===== config.mk =====
export PLATFORM = sky130hd
export DESIGN_NAME = gun_hit_sequencer_flat
export DESIGN_NICKNAME = d
export VERILOG_FILES = /design/src/rtl/gun_hit_sequencer_if.sv /design/src/rtl/gun_hit_sequencer.sv /design/src/flat_wrapper.sv
export SDC_FILE = /design/constraint.sdc
export NUM_CORES = 1
export LEC_CHECK = 0
export ABC_AREA = 0
export BUFFER_PORTS_ARGS = -buffer_cell sky130_fd_sc_hd__buf_2
export CAP_MARGIN = 20
export CORE_MARGIN = 5
export CORE_UTILIZATION = 30
export CTS_BUF_LIST = sky130_fd_sc_hd__clkbuf_4 sky130_fd_sc_hd__clkbuf_8 sky130_fd_sc_hd__clkbuf_16
export CTS_CLUSTER_DIAMETER = 30
export CTS_CLUSTER_SIZE = 8
export DETAILED_ROUTE_END_ITERATION = 12
export PLACE_DENSITY_LB_ADDON = 0.12
export SLEW_MARGIN = 10
export SYNTH_ARGS = -nofsm -noshare
export SYNTH_HDL_FRONTEND = slang
export SYNTH_SLANG_ARGS = --single-unit

===== constraint.sdc =====
create_clock -name clk -period 2.15 [get_ports clk]
set_clock_uncertainty 0.05 [all_clocks]
set_input_delay 0.215 -clock clk [delete_from_list [all_inputs] [get_ports clk]]
set_output_delay 0.215 -clock clk [all_outputs]
set_load 0.005 [all_outputs]

===== src/rtl/gun_hit_sequencer_if.sv =====
// Gun/timing-side signal bundle for gun_hit_sequencer: raw gun inputs and
// frame timing in, overlay command, shot result pulses and counters out.
`timescale 1ns/1ps
interface gun_hit_sequencer_if;
    logic       gun_trigger;
    logic       gun_photodetector;
    logic       frame_start;
    logic [1:0] overlay_mode;
    logic       busy;
    logic       hit;
    logic       miss;
    logic [7:0] shot_count;
    logic [7:0] hit_count;

    modport master (
        output gun_trigger, gun_photodetector, frame_start,
        input  overlay_mode, busy, hit, miss, shot_count, hit_count
    );

    modport slave (
        input  gun_trigger, gun_photodetector, frame_start,
        output overlay_mode, busy, hit, miss, shot_count, hit_count
    );
endinterface


===== src/rtl/gun_hit_sequencer.sv =====
// Light-gun hit detection: debounced trigger, black frame, target frame, hit/miss.
// Optional GUN_CHEAT_CHECK_EN: light seen during the black frame forces a miss.
`timescale 1ns/1ps
module gun_hit_sequencer #(
    parameter int DEBOUNCE_CYCLES = 65000,
    parameter int DET_MIN_CYCLES  = 16,
    parameter int COOLDOWN_FRAMES = 8
) (
    input logic                clk,
    input logic                rst_n,
    gun_hit_sequencer_if.slave gun
);

    localparam int DBW  = $clog2(DEBOUNCE_CYCLES + 1);
    localparam int RUNW = $clog2(DET_MIN_CYCLES + 1);
    localparam int CDW  = $clog2(COOLDOWN_FRAMES + 1);

    typedef enum logic [2:0] {
        S_IDLE, S_ARM, S_BLACK, S_TARGET, S_RESULT, S_COOLDOWN
    } state_t;

    state_t          state;
    logic            trig_p0, trig_p1;
    logic            det_p0, det_p1;
    logic [DBW-1:0]  deb_cnt;
    logic [RUNW-1:0] run_cnt;
    logic [CDW-1:0]  cd_cnt;
    logic            seen_flag;
`ifdef GUN_CHEAT_CHECK_EN
    logic            cheat_flag;
`endif
    logic            press;
    logic            light_now;
    logic            result_hit;

    function automatic logic [7:0] sat_inc(input logic [7:0] v);
        return (v == 8'hFF) ? v : v + 8'd1;
    endfunction

    // Stage p0/p1: two-flop synchronizers for the asynchronous gun inputs
    always_ff @(posedge clk or negedge rst_n) begin
        if (!rst_n) begin
            trig_p0 <= 1'b0;
            trig_p1 <= 1'b0;
            det_p0  <= 1'b0;
            det_p1  <= 1'b0;
        end else begin
            trig_p0 <= gun.gun_trigger;
            trig_p1 <= trig_p0;
            det_p0  <= gun.gun_photodetector;
            det_p1  <= det_p0;
        end
    end

    // Counter parks at DEBOUNCE_CYCLES so a held trigger fires exactly once
    always_ff @(posedge clk or negedge rst_n) begin
        if (!rst_n) begin
            deb_cnt <= '0;
        end else if (!trig_p1) begin
            deb_cnt <= '0;
        end else if (deb_cnt != DBW'(DEBOUNCE_CYCLES)) begin
            deb_cnt <= deb_cnt + 1'b1;
        end
    end

    assign press     = trig_p1 && (deb_cnt == DBW'(DEBOUNCE_CYCLES - 1));
    assign light_now = det_p1 && (run_cnt >= RUNW'(DET_MIN_CYCLES - 1));

    // The final cycle of TARGET still counts toward the decision
`ifdef GUN_CHEAT_CHECK_EN
    assign result_hit = (seen_flag || light_now) && !cheat_flag;
`else
    assign result_hit = seen_flag || light_now;
`endif

    always_ff @(posedge clk or negedge rst_n) begin
        if (!rst_n) begin
            state            <= S_IDLE;
            gun.overlay_mode <= 2'd0;
            gun.busy         <= 1'b0;
            gun.hit          <= 1'b0;
            gun.miss         <= 1'b0;
            gun.shot_count   <= 8'd0;
            gun.hit_count    <= 8'd0;
            run_cnt          <= '0;
            cd_cnt           <= '0;
            seen_flag        <= 1'b0;
`ifdef GUN_CHEAT_CHECK_EN
            cheat_flag       <= 1'b0;
`endif
        end else begin
            gun.hit  <= 1'b0;
            gun.miss <= 1'b0;
            if (!det_p1) begin
                run_cnt <= '0;
            end else if (run_cnt != RUNW'(DET_MIN_CYCLES)) begin
                run_cnt <= run_cnt + 1'b1;
            end

            case (state)
                S_IDLE: begin
                    if (press) begin
                        state          <= S_ARM;
                        gun.busy       <= 1'b1;
                        gun.shot_count <= sat_inc(gun.shot_count);
                        run_cnt        <= '0;
                        seen_flag      <= 1'b0;
`ifdef GUN_CHEAT_CHECK_EN
                        cheat_flag     <= 1'b0;
`endif
                    end
                end
                S_ARM: begin
                    if (gun.frame_start) begin
                        state            <= S_BLACK;
                        gun.overlay_mode <= 2'd1;
                        run_cnt          <= '0;
                    end
                end
                S_BLACK: begin
`ifdef GUN_CHEAT_CHECK_EN
                    if (light_now) cheat_flag <= 1'b1;
`endif
                    if (gun.frame_start) begin
                        state            <= S_TARGET;
                        gun.overlay_mode <= 2'd2;
                        run_cnt          <= '0;
                    end
                end
                S_TARGET: begin
                    if (light_now) seen_flag <= 1'b1;
                    if (gun.frame_start) begin
                        state            <= S_RESULT;
                        gun.overlay_mode <= 2'd0;
                        run_cnt          <= '0;
                        if (result_hit) begin
                            gun.hit       <= 1'b1;
                            gun.hit_count <= sat_inc(gun.hit_count);
                        end else begin
                            gun.miss <= 1'b1;
                        end
                    end
                end
                S_RESULT: begin
                    state   <= S_COOLDOWN;
                    cd_cnt  <= '0;
                    run_cnt <= '0;
                end
                S_COOLDOWN: begin
                    if (gun.frame_start) begin
                        if (cd_cnt == CDW'(COOLDOWN_FRAMES - 1)) begin
                            state    <= S_IDLE;
                            gun.busy <= 1'b0;
                            run_cnt  <= '0;
                        end else begin
                            cd_cnt <= cd_cnt + 1'b1;
                        end
                    end
                end
                default: begin
                    state            <= S_IDLE;
                    gun.overlay_mode <= 2'd0;
                    gun.busy         <= 1'b0;
                end
            endcase
        end
    end

endmodule


===== src/flat_wrapper.sv =====
// flat-port wrapper written by rule: the top's interface ports become plain ports
module gun_hit_sequencer_flat 
#(
    parameter int DEBOUNCE_CYCLES = 65000,
    parameter int DET_MIN_CYCLES  = 16,
    parameter int COOLDOWN_FRAMES = 8
)
  (clk, rst_n, gun_gun_trigger, gun_gun_photodetector, gun_frame_start, gun_overlay_mode, gun_busy, gun_hit, gun_miss, gun_shot_count, gun_hit_count);
  gun_hit_sequencer_if gun_i ();
  input logic clk;
  input logic rst_n;
  input wire logic [$bits(gun_i.gun_trigger)-1:0] gun_gun_trigger;
  input wire logic [$bits(gun_i.gun_photodetector)-1:0] gun_gun_photodetector;
  input wire logic [$bits(gun_i.frame_start)-1:0] gun_frame_start;
  output wire logic [$bits(gun_i.overlay_mode)-1:0] gun_overlay_mode;
  output wire logic [$bits(gun_i.busy)-1:0] gun_busy;
  output wire logic [$bits(gun_i.hit)-1:0] gun_hit;
  output wire logic [$bits(gun_i.miss)-1:0] gun_miss;
  output wire logic [$bits(gun_i.shot_count)-1:0] gun_shot_count;
  output wire logic [$bits(gun_i.hit_count)-1:0] gun_hit_count;
  assign gun_i.gun_trigger = gun_gun_trigger;
  assign gun_i.gun_photodetector = gun_gun_photodetector;
  assign gun_i.frame_start = gun_frame_start;
  assign gun_overlay_mode = gun_i.overlay_mode;
  assign gun_busy = gun_i.busy;
  assign gun_hit = gun_i.hit;
  assign gun_miss = gun_i.miss;
  assign gun_shot_count = gun_i.shot_count;
  assign gun_hit_count = gun_i.hit_count;
  gun_hit_sequencer #(.DEBOUNCE_CYCLES(DEBOUNCE_CYCLES), .DET_MIN_CYCLES(DET_MIN_CYCLES), .COOLDOWN_FRAMES(COOLDOWN_FRAMES)) u_core (.clk(clk), .rst_n(rst_n), .gun(gun_i));
endmodule

# Word level (Yosys, flattened, before mapping)
# Index checks and enable logic that the tools add are counted.
op_classes:
  add_sub_neg: 5
  n_lt_le_gt_ge: 1
  eq_ne: 20
  n_mux: 36
  n_bitwise: 4
  reduce_logical: 16
ops:
  columns: ["cell", "n"]
  rows:
  - ["$mux W16", 2]
  - ["$mux W5", 6]
  - ["$pmux W5 S4", 1]
  - ["$mux W3", 6]
  - ["$pmux W3 S6", 1]
  - ["$add A16 B1 Y16 const B", 1]
  - ["$add A8 B1 Y8 const B", 2]
  - ["$eq A16 B16 Y1 const B", 1]
  - ["$eq A8 B8 Y1 const B", 2]
  - ["$ne A16 B16 Y1 const B", 1]
  - ["$ne A2 B2 Y1 const B", 6]
  - ["$reduce_and A4 Y1", 3]
  - ["$mux W1", 11]
  - ["$reduce_and A3 Y1", 3]
  - ["$mux W4", 2]
  - ["$pmux W2 S4", 1]
  - ["$pmux W4 S2", 1]
  - ["$eq A3 B2 Y1 const B", 2]
  - ["$eq A3 B3 Y1 const B", 2]
  - ["$mux W2", 3]
  - ["$ne A2 B1 Y1 const B", 3]
  - ["$reduce_and A6 Y1", 1]
  - ["$reduce_or A3 Y1", 2]
  - ["$add A5 B1 Y5 const B", 1]
  - ["other kinds (13)", 18]
word_totals:
  reg_bits: 54
  input_bits: 5
  output_inout_bits: 21
  word_cells: 97

# Longest topological paths before layout
depth:
  depth_word: 6
  depth_mapped: 7
  depth_no_buf: 7

# Least setup slack after synthesis
# No wires, ideal clock.
synth_timing:
  path_kind: "register to register"
  startpoint: "reg u_core.run_cnt[0]"
  endpoint: "reg u_core.gun.hit_count[1]"
  setup_time_ns: 0.125
  arrival_time_ns: 1.873
  required_ns: 1.975
  path_slack_ns: 0.102
  stages_incl_launch_ff: 8
  path_buffers: 0
  synth_period_minus_slack_ns: 2.048
  cell_sequence: "dfrtp_1 ha_1 and3_1 ha_1 nor3_1 a211oi_4 nand2_1 mux2_2"
synth_via:
  elab_chain_cells: 4
synth_rtl:
  columns: ["item", "line_no", "rtl"]
  rows:
  - ["start: declaration", "gun_hit_sequencer.sv:26", "logic [RUNW-1:0] run_cnt;"]
  - ["start signal: assignment", "gun_hit_sequencer.sv:97", "run_cnt <= run_cnt + 1'b1;"]
  - ["$ge A5 B4 Y1", "gun_hit_sequencer.sv:67", "assign light_now = det_p1 && (run_cnt >= RUNW'(DET_MIN_CYCLES - 1));"]
  - ["$logic_and A1 B1 Y1", "gun_hit_sequencer.sv:67", null]
  - ["$logic_or A1 B1 Y1", "gun_hit_sequencer.sv:73", "assign result_hit = seen_flag || light_now;"]
  - ["$reduce_and A4 Y1 (no line)", null, null]
  - ["end signal: assignment", "gun_hit_sequencer.sv:138", "gun.hit_count <= sat_inc(gun.hit_count);"]
  - ["end: declaration", "gun_hit_sequencer_if.sv:22", "output overlay_mode, busy, hit, miss, shot_count, hit_count"]
# Every way passes these cells.
# A chain may end at the register's enable or synchronous reset.

# Worst setup path in the final report
layout_timing:
  startpoint: "reg u_core.run_cnt[1]"
  endpoint: "reg u_core.gun.hit_count[1]"
# Same word-level chain as after synthesis.

==> impl_metrics.prom <==
# TYPE chip_impl_metric gauge
chip_impl_metric{name="via_count",unit=""} 2067
chip_impl_info{name="worst-setup-path-type",value="flop to flop"} 1
chip_impl_metric{name="area_growth",unit="%"} 17.4
chip_impl_info{name="timing.rr.end",value="u_core.gun.hit_count[1]"} 1
chip_impl_metric{name="placement_rows",unit=""} 35
chip_impl_metric{name="slew-limit-headroom",unit=""} 0.601
chip_impl_metric{name="detailed_place.area",unit="mm2"} 0.00305
chip_impl_metric{name="grt_first_pass_wirelength",unit="mm"} 9.97
chip_impl_metric{name="worst_slew_pin_slew",unit="ns"} 0.591
chip_impl_info{name="hold_path_class",value="input pin to flop"} 1
chip_impl_info{name="netlist_top_cells_count",value="sky130_fd_sc_hd__dfrtp_1, sky130_fd_sc_hd__nor2_1, sky130_fd_sc_hd__a21oi_1, sky130_fd_sc_hd__nand2_1, sky130_fd_sc_hd__nand3_1"} 1
chip_impl_metric{name="avgRoutedWirePerCell",unit="um"} 13.3
chip_impl_metric{name="routed_wirelength",unit="mm"} 5.54
chip_impl_metric{name="static-leakage-power",unit="nW"} 1.50
chip_impl_metric{name="synth_compound_gate_area_share",unit=""} 0.106
chip_impl_metric{name="post_synth_and_or_nand_nor_area_fraction",unit=""} 0.228
chip_impl_metric{name="clk-insertion-delay-late",unit="ns"} 0.31
chip_impl_metric{name="grt_util_met3",unit=""} 0.0220
chip_impl_metric{name="detailedRoute.firstPassIterationCount",unit=""} 4
chip_impl_metric{name="final_hold_viol_count",unit=""} 0
chip_impl_metric{name="ant_nets",unit=""} 0
chip_impl_metric{name="cap_violations",unit=""} 0
chip_impl_metric{name="fmax",unit="MHz"} 491
chip_impl_metric{name="final_core_utilization",unit=""} 0.355
chip_impl_info{name="timing.hold.worst.start",value="gun_frame_start"} 1
chip_impl_info{name="synth_top_family_by_area",value="simple AND/OR/NAND/NOR gates"} 1
chip_impl_metric{name="grt_start_max_net_pins",unit=""} 55
chip_impl_metric{name="synth.mux.area_fraction",unit=""} 0.0246
chip_impl_info{name="root_buffer",value="sky130_fd_sc_hd__clkbuf_8"} 1
chip_impl_info{name="status",value="finished, final reports clean"} 1
chip_impl_metric{name="hpwl",unit="mm"} 3.81
chip_impl_info{name="busiest_layer",value="met2"} 1
chip_impl_metric{name="syn_area_per_cell",unit="um2"} 10.4
chip_impl_metric{name="core_area",unit="mm2"} 0.00906
chip_impl_info{name="end_kind",value="flop"} 1
chip_impl_metric{name="synth.cell_area",unit="mm2"} 0.00275
chip_impl_metric{name="synth_xor_area_frac",unit=""} 0.0766
chip_impl_metric{name="design.die.area",unit="mm2"} 0.0112
chip_impl_metric{name="boundaryPins",unit=""} 26
chip_impl_metric{name="timing.critical_path.fanout_max",unit=""} 8
chip_impl_metric{name="finished_layout_cell_area",unit="mm2"} 0.00322
chip_impl_metric{name="detailedRoute.firstIterationViolations",unit=""} 61
chip_impl_metric{name="finalWorstPathRequiredPeriod",unit="ns"} 2.04
chip_impl_metric{name="die_height",unit="um"} 106
chip_impl_info{name="ys.flop_type",value="sky130_fd_sc_hd__dfrtp_1"} 1
chip_impl_metric{name="vdd_ir_drop_max",unit="mV"} 0.224
chip_impl_metric{name="grt_util_met1",unit=""} 0.152
chip_impl_metric{name="insertedDiodeCount",unit=""} 0
chip_impl_metric{name="powerDensity",unit="mW/mm2"} 767
chip_impl_metric{name="timing.final.max_slew_violations",unit=""} 0
chip_impl_metric{name="worstHoldPathCells",unit=""} 3
chip_impl_info{name="timing.rr.start",value="u_core.run_cnt[1]"} 1
chip_impl_metric{name="max-clock-path-buffers",unit=""} 2
chip_impl_metric{name="overflow",unit=""} 0
chip_impl_metric{name="synth-seq-area-share",unit=""} 0.492
chip_impl_metric{name="whs",unit="ns"} 0.272
chip_impl_metric{name="clock_sink_count",unit=""} 54
chip_impl_info{name="timing.critical_path.from_type",value="flop"} 1
chip_impl_metric{name="cp.arrival",unit="ns"} 2.19
chip_impl_metric{name="rr_worst_depth",unit=""} 9
chip_impl_info{name="synthDominantAreaCellType",value="sky130_fd_sc_hd__dfrtp_1"} 1
chip_impl_metric{name="reg2reg_slack",unit="ns"} 0.11
chip_impl_metric{name="synth_cells",unit=""} 265
chip_impl_metric{name="flip_flop_and_latch_count_after_synthesis",unit=""} 54
chip_impl_metric{name="initial_antenna_violation_count",unit=""} 0
chip_impl_info{name="endpoint_of_the_worst_hold_path",value="u_core.cd_cnt[2]"} 1
chip_impl_metric{name="report.power.total",unit="mW"} 2.47
chip_impl_metric{name="synth_fp_nets",unit=""} 278
chip_impl_metric{name="port_buffers",unit=""} 25
chip_impl_metric{name="finalWeightedCongestion",unit=""} 0.744
chip_impl_metric{name="cts_buffers",unit=""} 5
chip_impl_metric{name="starting_density_of_the_core",unit=""} 0.303
chip_impl_info{name="synth.area.top_cells",value="sky130_fd_sc_hd__dfrtp_1, sky130_fd_sc_hd__xor2_1, sky130_fd_sc_hd__ha_1, sky130_fd_sc_hd__xnor2_1, sky130_fd_sc_hd__nor2_1"} 1
chip_impl_metric{name="first_global_vias",unit=""} 2075
chip_impl_metric{name="global_route.usage.total",unit=""} 0.107
chip_impl_metric{name="die_width",unit="um"} 106
chip_impl_metric{name="async_flop_share",unit=""} 1.00
chip_impl_metric{name="worst_setup_hold_path_clk_slew",unit="ns"} 0.10
chip_impl_metric{name="netlist.area_leader.share",unit=""} 0.492
chip_impl_metric{name="synth_adder_area_share",unit=""} 0.0365
chip_impl_metric{name="cts.htree.levels",unit=""} 2
chip_impl_metric{name="finalCritPeriodShare",unit=""} 0.947
chip_impl_metric{name="final_net_count",unit=""} 317
chip_impl_metric{name="netlist-cell-type-count",unit=""} 48
chip_impl_metric{name="synth_warnings",unit=""} 0
chip_impl_metric{name="setup_tns",unit="ns"} 0
chip_impl_metric{name="synth-edff-count",unit=""} 0
chip_impl_metric{name="worst_ep_required_time",unit="ns"} 2.31
chip_impl_metric{name="setup_viol",unit=""} 0
chip_impl_metric{name="routed_via_density",unit=""} 4.97
chip_impl_info{name="synth.most_common_cell",value="sky130_fd_sc_hd__dfrtp_1"} 1
chip_impl_info{name="tritoncts_clock_tree",value="done"} 1
chip_impl_metric{name="drc",unit=""} 0
chip_impl_metric{name="layout-drive-gt1-share",unit=""} 0.207
chip_impl_info{name="rsz0062_at_grt",value="false"} 1
chip_impl_metric{name="met2_demand_to_capacity_share_in_global_routing",unit=""} 0.164
==> power by group <==
part	total, mW	switching [mW]	internal [mW]
Clock	0.691	0.344	0.347
Sequential	1.25	0.129	1.12
Combinational	0.532	0.268	0.264
Total	2.47	0.742	1.73
==> how the worst max path moves through the flow <==
stage | start | end
finish | u_core.run_cnt[1] | u_core.gun.hit_count[1]
global route | u_core.run_cnt[1] | u_core.gun.hit_count[6]
CTS | u_core.run_cnt[1] | u_core.gun.hit_count[1]
detailed placement | u_core.run_cnt[1] | u_core.gun.hit_count[1]
global placement | u_core.run_cnt[1] | u_core.gun.hit_count[1]
floorplan | u_core.run_cnt[0] | u_core.gun.hit_count[1]
==> final cells by class <==
| type | count | area, um2 |
|---|---|---|
| clock inverter | 3 | 45.0 |
| timing repair buffer | 41 | 265 |
| multi-input combinational | 189 | 1300 |
| tap | 111 | 139 |
| inverter | 13 | 48.8 |
| sequential | 54 | 1350 |
| clock buffer | 5 | 68.8 |
| fill | 919 | 5840 |
==> stage by stage <==
step	worst slack [ns]	cells
floorplan	0.102	265
global placement	0.0355	402
detailed placement	0.0184	402
CTS	0.00274	413
global route	0.0104	416
finish	0.114	416
==> registers in the layout, indices dropped and copies added (netlist names) <==
| signal | cells |
|---|---|
| u_core.deb_cnt | 16 |
| u_core.gun.hit_count | 8 |
| u_core.gun.shot_count | 8 |
| u_core.run_cnt | 5 |
| u_core.cd_cnt | 4 |
| u_core.state | 3 |
| u_core.gun.overlay_mode | 2 |
| u_core.det_p0 | 1 |
| u_core.det_p1 | 1 |
| u_core.gun.busy | 1 |
| u_core.gun.hit | 1 |
| u_core.gun.miss | 1 |
| u_core.seen_flag | 1 |
| u_core.trig_p0 | 1 |
| u_core.trig_p1 | 1 |
==> routing by layer <==
layer	share of wire	wire length, um
met1	0.51	2850
met2	0.45	2470
met3	0.032	175
met4	0.0083	46
met5	0	0
==> placed cells by master, fill, tap and decap left out, types with 11 or more instances in the layout <==
cell,instances
sky130_fd_sc_hd__dfrtp_1,54
sky130_fd_sc_hd__buf_2,25
sky130_fd_sc_hd__nor2_1,22
sky130_fd_sc_hd__nand2_1,15
sky130_fd_sc_hd__a21oi_1,15
sky130_fd_sc_hd__nand3_1,14
sky130_fd_sc_hd__inv_1,13
sky130_fd_sc_hd__xor2_1,13
sky130_fd_sc_hd__buf_4,12
sky130_fd_sc_hd__xnor2_1,11
sky130_fd_sc_hd__nand4_1,11
==> worst max-delay path, stage by stage (launching register included) <==
cell and delay (ns):
sky130_fd_sc_hd__dfrtp_1 0.41, sky130_fd_sc_hd__ha_2 0.19, sky130_fd_sc_hd__and3_1 0.18, sky130_fd_sc_hd__ha_2 0.19, sky130_fd_sc_hd__nor3_2 0.14, sky130_fd_sc_hd__buf_4 0.13
sky130_fd_sc_hd__a211oi_4 0.04, sky130_fd_sc_hd__buf_4 0.16, sky130_fd_sc_hd__nand2_1 0.10, sky130_fd_sc_hd__mux2_2 0.33
==> cell families (layout without fill, tap and decap cells) <==
| kind of cell | Yosys count | in the layout |
|---|---|---|
| multiplexers | 6 | 6 |
| flip-flops | 54 | 54 |
| AO/OA/AOI/OAI | 44 | 44 |
| buffers and inverters | 22 | 62 |
| adder cells (fa/ha/maj) | 8 | 8 |
| XOR/XNOR | 24 | 24 |
| AND/OR/NAND/NOR | 107 | 107 |
==> timing repair <==
action,4_1_cts,5_1_grt
hold buffers,3,0
resized for setup,0,3
buffers inserted,0,3
endpoints found under the hold margin,56,0
setup endpoints to repair,0,7
(Power assumes the default switching activity.)
